[config.mk]
export PLATFORM = sky130hd
export DESIGN_NAME = decryption_scheduler
export DESIGN_NICKNAME = d
export VERILOG_FILES = /design/src/rtl/decryption_pkg.sv /design/src/rtl/decryption_out_mux.sv /design/src/rtl/decryption_scheduler.sv
export SDC_FILE = /design/constraint.sdc
export NUM_CORES = 1
export LEC_CHECK = 0
export CORE_MARGIN = 2
export CORE_UTILIZATION = 51
export DETAILED_ROUTE_END_ITERATION = 7
export PLACE_DENSITY = 0.91
export SETUP_SLACK_MARGIN = 0.3
export SYNTH_ARGS = -nofsm -noshare
export SYNTH_HDL_FRONTEND = slang
export SYNTH_SLANG_ARGS = --single-unit
[constraint.sdc]
create_clock -name clk -period 6.1 [get_ports clk]
set_input_delay 0.61 -clock clk [delete_from_list [all_inputs] [get_ports clk]]
set_output_delay 0.61 -clock clk [all_outputs]
set_load 0.005 [all_outputs]
[src/rtl/decryption_pkg.sv]
// Shared constants and FSM encoding for the decryption scheduler and its helpers.
package decryption_pkg;

  localparam int D_WIDTH_DEFAULT = 8;

  localparam int CAESAR  = 0;
  localparam int SCYTALE = 1;
  localparam int ZIGZAG  = 2;

  localparam logic [7:0] START_DECRYPTION_TOKEN = 8'hFA;

  typedef enum logic [2:0] {
    IDLE       = 3'd0,
    LOAD       = 3'd1,
    WAIT_START = 3'd2,
    DRAIN      = 3'd3,
    DISCARD    = 3'd4
  } state_t;

endpackage

[src/rtl/decryption_out_mux.sv]
// Registered N:1 selection of engine outputs; data_o holds its value between valid beats.
module decryption_out_mux #(
  parameter int D_WIDTH     = 8,
  parameter int NOF_ENGINES = 3
) (
  input  logic                           clk,
  input  logic                           rst,
  input  logic                           en,
  input  logic [1:0]                     sel,
  input  logic [NOF_ENGINES*D_WIDTH-1:0] eng_data_i,
  input  logic [NOF_ENGINES-1:0]         eng_valid_i,
  output logic [D_WIDTH-1:0]             data_o,
  output logic                           valid_o
);
  import decryption_pkg::*;

  localparam logic [NOF_ENGINES-1:0] ONE_HOT0 = NOF_ENGINES'(1);

  logic take;

  assign take = en && (|(eng_valid_i & (ONE_HOT0 << sel)));

  // Capture the selected engine's character one cycle after its valid.
  always_ff @(posedge clk or posedge rst) begin
    if (rst) begin
      data_o  <= '0;
      valid_o <= 1'b0;
    end else begin
      valid_o <= take;
      if (take) begin
        data_o <= eng_data_i[sel*D_WIDTH +: D_WIDTH];
      end else begin
        data_o <= data_o;
      end
    end
  end

endmodule

[src/rtl/decryption_scheduler.sv]
// Collects a message, broadcasts it to one decryption engine, then drains that engine's output.
module decryption_scheduler #(
  parameter int                 D_WIDTH                = decryption_pkg::D_WIDTH_DEFAULT,
  parameter int                 NOF_ENGINES            = 3,
  parameter int                 MAX_NOF_CHARS          = 50,
  parameter logic [D_WIDTH-1:0] START_DECRYPTION_TOKEN = D_WIDTH'(decryption_pkg::START_DECRYPTION_TOKEN)
) (
  input  logic                           clk,
  input  logic                           rst,
  input  logic [D_WIDTH-1:0]             data_i,
  input  logic                           valid_i,
  input  logic [1:0]                     sel_i,
  output logic                           ready_o,
  output logic [D_WIDTH-1:0]             eng_data_o,
  output logic [NOF_ENGINES-1:0]         eng_valid_o,
  input  logic [NOF_ENGINES-1:0]         eng_busy_i,
  input  logic [NOF_ENGINES*D_WIDTH-1:0] eng_data_i,
  input  logic [NOF_ENGINES-1:0]         eng_valid_i,
  output logic [D_WIDTH-1:0]             data_o,
  output logic                           valid_o,
  output logic                           busy_o,
  output logic                           done_o,
  output logic                           err_o
);
  import decryption_pkg::*;

  localparam int                     CW       = $clog2(MAX_NOF_CHARS + 1);
  localparam logic [CW-1:0]          MAX_CNT  = CW'(MAX_NOF_CHARS);
  localparam logic [2:0]             N_ENG    = 3'(NOF_ENGINES);
  localparam logic [NOF_ENGINES-1:0] ONE_HOT0 = NOF_ENGINES'(1);

  state_t                   state, state_n;
  logic [CW-1:0]            cnt, cnt_n, out_cnt, out_cnt_n;
  logic [1:0]               cur_sel, cur_sel_n, fwd_sel;
  logic [NOF_ENGINES-1:0]   sel_mask;
  logic                     accept, is_token, sel_bad, sel_busy, sel_valid, busy_prev;
  logic                     fwd, err_next, done_next;

  assign ready_o   = (state == IDLE) || (state == LOAD) || (state == DISCARD);
  assign busy_o    = (state == LOAD) || (state == WAIT_START) || (state == DRAIN);
  assign accept    = valid_i && ready_o;
  assign is_token  = (data_i == START_DECRYPTION_TOKEN);
  assign sel_bad   = ({1'b0, sel_i} >= N_ENG);
  assign sel_mask  = ONE_HOT0 << cur_sel;
  assign sel_busy  = |(eng_busy_i & sel_mask);
  assign sel_valid = |(eng_valid_i & sel_mask);
  assign fwd_sel   = (state == IDLE) ? sel_i : cur_sel;

  // Next-state, counters and pulse generation.
  always_comb begin
    state_n   = state;
    cnt_n     = cnt;
    out_cnt_n = out_cnt;
    cur_sel_n = cur_sel;
    fwd       = 1'b0;
    err_next  = 1'b0;
    done_next = 1'b0;
    case (state)
      IDLE: begin
        if (accept && is_token) begin
          err_next = 1'b1;
        end else if (accept && sel_bad) begin
          err_next = 1'b1;
          state_n  = DISCARD;
        end else if (accept) begin
          cur_sel_n = sel_i;
          fwd       = 1'b1;
          cnt_n     = CW'(1);
          out_cnt_n = '0;
          state_n   = LOAD;
        end else begin
          state_n = IDLE;
        end
      end
      LOAD: begin
        if (accept && is_token) begin
          fwd     = 1'b1;
          state_n = WAIT_START;
        end else if (accept && (cnt < MAX_CNT)) begin
          fwd   = 1'b1;
          cnt_n = cnt + CW'(1);
        end else if (accept) begin
          err_next = 1'b1;
        end else begin
          state_n = LOAD;
        end
      end
      WAIT_START: begin
        state_n = sel_busy ? DRAIN : WAIT_START;
      end
      DRAIN: begin
        if (sel_valid && (out_cnt < MAX_CNT)) begin
          out_cnt_n = out_cnt + CW'(1);
        end else begin
          out_cnt_n = out_cnt;
        end
        // Exit on the falling edge of the selected engine's busy.
        if (busy_prev && !sel_busy) begin
          done_next = 1'b1;
          err_next  = (out_cnt_n != cnt);
          state_n   = IDLE;
        end else begin
          state_n = DRAIN;
        end
      end
      DISCARD: begin
        state_n = (accept && is_token) ? IDLE : DISCARD;
      end
      default: begin
        state_n = IDLE;
      end
    endcase
    if (busy_o && (|(eng_valid_i & ~sel_mask))) begin
      err_next = 1'b1;
    end else begin
      err_next = err_next;
    end
  end

  // State, counters and registered engine-side outputs.
  always_ff @(posedge clk or posedge rst) begin
    if (rst) begin
      state       <= IDLE;
      cnt         <= '0;
      out_cnt     <= '0;
      cur_sel     <= 2'd0;
      busy_prev   <= 1'b0;
      eng_valid_o <= '0;
      eng_data_o  <= '0;
      err_o       <= 1'b0;
      done_o      <= 1'b0;
    end else begin
      state       <= state_n;
      cnt         <= cnt_n;
      out_cnt     <= out_cnt_n;
      cur_sel     <= cur_sel_n;
      busy_prev   <= sel_busy;
      eng_valid_o <= fwd ? (ONE_HOT0 << fwd_sel) : '0;
      eng_data_o  <= fwd ? data_i : eng_data_o;
      err_o       <= err_next;
      done_o      <= done_next;
    end
  end

  decryption_out_mux #(
    .D_WIDTH     (D_WIDTH),
    .NOF_ENGINES (NOF_ENGINES)
  ) u_out_mux (
    .clk         (clk),
    .rst         (rst),
    .en          (state == DRAIN),
    .sel         (cur_sel),
    .eng_data_i  (eng_data_i),
    .eng_valid_i (eng_valid_i),
    .data_o      (data_o),
    .valid_o     (valid_o)
  );

endmodule

### After elaboration in Yosys (flattened, before gate mapping)

Index checks and enable logic that the tools add are counted.

* add/sub/neg operators: 2
* magnitude comparators: 3
* eq/ne operators: 13
* shift-type cells: 3
* muxes and demuxes: 39
* bitwise logic cells: 6
* reduce and logical (&&, ||, !) cells: 23

Operators with widths (count)
* 6-bit two-way mux: 10
* 6-bit case mux with 2 select lines: 2
* 24-bit by 6-bit indexed part select with 8-bit output: 1
* 3-bit two-way mux: 7
* 1-bit two-way mux: 15
* 3-bit case mux with 5 select lines: 1
* 6-bit by 1-bit adder with 6-bit output (second input constant): 2
* 6-bit < comparator (second input constant): 2
* 3-bit AND: 3
* 3-bit OR reduction: 3
* 8-bit == test (second input constant): 1
* 1-bit logical AND: 8
* 2-bit != test (second input constant): 4
* 4-bit AND reduction: 2
* 3-bit by 2-bit == test with 1-bit output (second input constant): 2
* 6-bit != test: 1
* 6-bit AND reduction: 1
* 1-bit by 2-bit left shift with 3-bit output (first input constant): 2
* 1-bit logical OR: 4
* 2-bit two-way mux: 2
* 2-bit nonzero test: 2
* 3-bit by 1-bit == test with 1-bit output (second input constant): 1
* 3-bit == test (second input constant): 1
* 3-bit logical NOT: 1
* other kinds (10): 11

* bits in registers: 40
* input bits: 43

### Logic depth before layout (Yosys ltp)

* depth in word-level cells: 10
* gate-level depth with buffers: 8
* mapped depth without buffers: 6

### Hierarchy

From an unflattened synthesis, not the netlist that was laid out.

* cell total of the unflattened synthesis: 234
* area total of the unflattened synthesis: 2399.8 um^2

By module, submodules not included
* decryption_scheduler: times used 1, cells each 183, area an instance 1830.5 um^2, seq. area each 775.7 um^2
* decryption_out_mux: times used 1, cells each 51, area an instance 569.3 um^2, seq. area each 225.2 um^2

### Worst setup path before layout

OpenSTA, ideal clock, no wires.

* path kind: in2reg
* from: input valid_i
* to: register eng_data_o[0]
* setup time: 0.125 ns
* arrival: 1.869 ns
* setup slack: 4.107 ns
* stages: 7
* path buffers: 3
* cell sequence: clkbuf_1 and3_1 nor2b_1 buf_6 nor2_1 buf_2 mux2_2

* longest elaborated chain between the ends: 5

Ends and longest elaborated chain
* start, declared: line decryption_scheduler.sv:11 `input logic valid_i,`
* 1-bit logical AND *: line decryption_scheduler.sv:41 `assign accept = valid_i && ready_o;`
* 1-bit two-way mux (tied with other cells): line decryption_scheduler.sv:65 `end else if (accept) begin`
* 1-bit two-way mux (on tied branches): line decryption_scheduler.sv:62, decryption_scheduler.sv:79
* 1-bit two-way mux (on tied branches): line decryption_scheduler.sv:60, decryption_scheduler.sv:76
* 1-bit case mux with 2 select lines *: line decryption_scheduler.sv:58 `case (state)`
* end signal, assigned: line decryption_scheduler.sv:139 `eng_data_o <= fwd ? data_i : eng_data_o;`
* end, declared: line decryption_scheduler.sv:14 `output logic [D_WIDTH-1:0] eng_data_o,`

Mark *: on every way between the ends. The rest lies on a longest branch, timed or not.
A chain may end at the register's enable or synchronous reset.

### Worst setup path in the final report

* from: register cur_sel[0]
* to: register out_cnt[5]

* longest elaborated chain between the ends: 7

Ends and longest elaborated chain
* start, declared: line decryption_scheduler.sv:34 `logic [1:0] cur_sel, cur_sel_n, fwd_sel;`
* start signal, assigned: line decryption_scheduler.sv:136 `cur_sel <= cur_sel_n;`
* 1-bit by 2-bit left shift with 3-bit output: line decryption_scheduler.sv:44 `assign sel_mask = ONE_HOT0 << cur_sel;`
* 3-bit AND: line decryption_scheduler.sv:46 `assign sel_valid = |(eng_valid_i & sel_mask);`
* 3-bit OR reduction: line decryption_scheduler.sv:46
* 1-bit logical AND: line decryption_scheduler.sv:92 `if (sel_valid && (out_cnt < MAX_CNT)) begin`
* 6-bit two-way mux: line decryption_scheduler.sv:92
* 6-bit two-way mux: line decryption_scheduler.sv:58
* 6-bit case mux with 2 select lines: line decryption_scheduler.sv:58
* end signal, assigned: line decryption_scheduler.sv:135 `out_cnt <= out_cnt_n;`
* end, declared: line decryption_scheduler.sv:33 `logic [CW-1:0] cnt, cnt_n, out_cnt, out_cnt_n;`

Every way passes these cells. The select of a mux whose other input is x is not followed.

==> flow_summary.json <==
{
  "status": "completed",
  "track_usage": 0.238,
  "hold_ws_ns": 0.506,
  "synth_nets": 292,
  "cts_buffers": 5,
  "first_pass_iters": 4,
  "slowest_stage": "nor2_1",
  "crit_start": "cur_sel[0]",
  "leakage_nw": 1.29,
  "globalplace.congestion": 0.844,
  "power_density_nw_per_um2": 343,
  "die_h_um": 70.9,
  "nets": 353,
  "setup_violations": 0,
  "drive_gt1_frac": 0.0649,
  "critPathCaptureType": "register",
  "ff2ff_setup_slack_ns": 3.20,
  "die_w_um": 70.9,
  "rr_startpoint": "cur_sel[0]",
  "cts_max_path_buffers": 2,
  "area_growth_syn_to_layout_pct": 32.3,
  "crit_top_cell": "nor2_1",
  "max-slew-margin-rel": 0.275,
  "io_pins": 67,
  "cp.required_ns": 6.32,
  "reg2reg_depth": 5,
  "crit_chain": "nor2b_1 > a2bb2oi_1 > nor2_1 > a21oi_1 > nor2_1",
  "whs_path_depth": 1,
  "core_area_um2": 4320,
  "clock_skew_ns": 0.00510,
  "period_needed_ns": 2.90,
  "start_util": 0.528,
  "crit_family": "simple AND/OR/NAND/NOR gates",
  "dieArea_um2": 5030,
  "fin_tns_setup_ns": 0,
  "cp_num_buf_inv": 0,
  "async_flop_share": 1.00,
  "cpPeakStageDelay_ns": 0.86,
  "rsz0062_at_grt": "false",
  "ctsResizeCount": 0,
  "wl_per_cell_um": 15.4,
  "synth-seq-cells": 40,
  "grt_max_degree": 41,
  "grt_pass1_wl_mm": 9.59,
  "yosysTopAreaCell": "dfrtp_1",
  "post-place-ws_ns": 3.18,
  "gr-total-overflow": 0,
  "seq_area_frac_synth": 0.439,
  "cp.arrival_ns": 3.12,
  "cts-root-buf": "clkbuf_8",
  "clock.fmax_ghz": 0.345,
  "postLayoutCoreUtil": 0.698,
  "rows": 24,
  "cts_hold_buf": 0,
  "htree_levels": 2,
  "fin_area_um2": 3020,
  "antenna_cells": 0,
  "grt_antenna_before_repair": 0,
  "synth_area_um2": 2280,
  "wl_mm": 5.55,
  "worst_slew_pin_slew_ns": 1.08,
  "post_dp_cell_area_um2": 2940,
  "cts_tree": "done",
  "drc": 0,
  "fin_ws_ns": 3.20,
  "clkLatencyLatePin_ns": 0.29,
  "synthTopCellsByArea": "dfrtp_1 44%, nor2_1 6.7%, a21oi_1 6.1%, mux2i_1 5.3%, mux2_2 4.4%",
  "irDropWorstVdd_mv": 0.259,
  "syn_avg_cell_area_um2": 9.24,
  "hp-start": "eng_data_o[2]",
  "synthCells": 247,
  "synth.distinct_cells": 46,
  "cts_sinks": 40,
  "synth_warnings": 0,
  "drt_iter0_drc": 179,
  "maxCapViolCount": 0,
  "post_cts_buffers": 0,
  "cp.depth": 5,
  "grt_pass1_vias": 2083,
  "synth-main-ff-cell": "dfrtp_1",
  "critPathKind": "reg2reg",
  "period_share": 0.475,
  "slew_viol_final": 0,
  "via_count": 2114,
  "path_max_fanout": 18,
  "synth_top_area_share": 0.439,
  "synth_edf_count": 0,
  "hpwlAfterDp_mm": 4.14,
  "postRouteAntennaNets": 0,
  "port_buffers": 66,
  "via_per_inst": 5.87,
  "path_clk_slew_ns": 0.07,
  "timing.final.hold_violations": 0,
  "worst_setup_path_start_kind": "register",
  "min_path_type": "reg2reg"
}
[worst paths after layout]
kind                                   to
max                            out_cnt[5]
min                         eng_data_o[2]
max reg2reg                    out_cnt[5]
min reg2reg                 eng_data_o[2]
max in group asynchronous      out_cnt[3]
min in group asynchronous  eng_valid_o[1]
[Yosys cell counts (5+ instances only)]
cell and number:
nor2_1 41, dfrtp_1 40, a21oi_1 28, nand2_1 14, mux2i_1 12, nand3_1 10
mux2_2 9, inv_1 7, o21ai_0 7, clkbuf_1 5, nand4_1 5, xor2_1 5
[where the power goes]
part           leakage, nW  internal [mW]  switching (mW)
clock               0.0410         0.0777          0.0870
combinational        0.741          0.250           0.197
sequential           0.510          0.331          0.0948
[logic make-up after synthesis]
| logic type | synth area share |
|---|---|
| XOR/XNOR | 0.0345 |
| multiplexers | 0.0970 |
| flip-flops | 0.439 |
| buffers and inverters | 0.0433 |
| adder cells (fa/ha/maj) | 0.0110 |
| AND/OR/NAND/NOR | 0.212 |
| AO/OA/AOI/OAI | 0.164 |
[area by class of cell]
| class | instances | area [um^2] |
|---|---|---|
| clock buffers | 6 | 72.6 |
| inverters | 7 | 26.3 |
| multi-input cells | 187 | 1180 |
| fillers | 342 | 1300 |
| repair buffers | 67 | 668 |
| clock inverters | 1 | 5.00 |
| flip-flops and latches | 40 | 1000 |
| well taps | 52 | 65.1 |
[placed cells by master (no fill, tap or decap), drive strengths merged, types with 3 or more instances in the layout]
cell type | synthesis | routed
o31ai | 4 | 4
inv | 7 | 7
clkbuf | 5 | 6
nor2 | 41 | 41
mux2 | 9 | 9
and3 | 3 | 3
nand2 | 14 | 14
nand4 | 5 | 5
xnor2 | 4 | 4
nand3 | 10 | 10
dfrtp | 40 | 40
nor2b | 4 | 4
nand3b | 4 | 4
o21ai | 7 | 7
xor2 | 5 | 5
a31oi | 3 | 3
a2111oi | 4 | 4
nor3 | 5 | 5
a21oi | 29 | 29
mux2i | 12 | 12
clkdlybuf4s50 | 0 | 66
[metal layers]
layer	wire, um	global-route usage	vias to the layer above
met1	2270	0.304	1001
li1	-	-	1010
met3	458	0.0584	13
met5	0	0	-
met4	89	0.0692	0
met2	2740	0.404	90
[through the flow]
step                power (mW)  std cells
finish                    1.04        360
CTS                       1.04        360
global placement         0.857        353
floorplan                0.704        247
global route              1.11        360
detailed placement       0.875        353
[registers in the layout, summed over array words and instances (netlist names)]
| register | cells |
|---|---|
| eng_data_o | 8 |
| u_out_mux.data_o | 8 |
| cnt | 6 |
| out_cnt | 6 |
| eng_valid_o | 3 |
| state | 3 |
| cur_sel | 2 |
| busy_prev | 1 |
| done_o | 1 |
| err_o | 1 |
| u_out_mux.valid_o | 1 |
(Power assumes the default switching activity.)
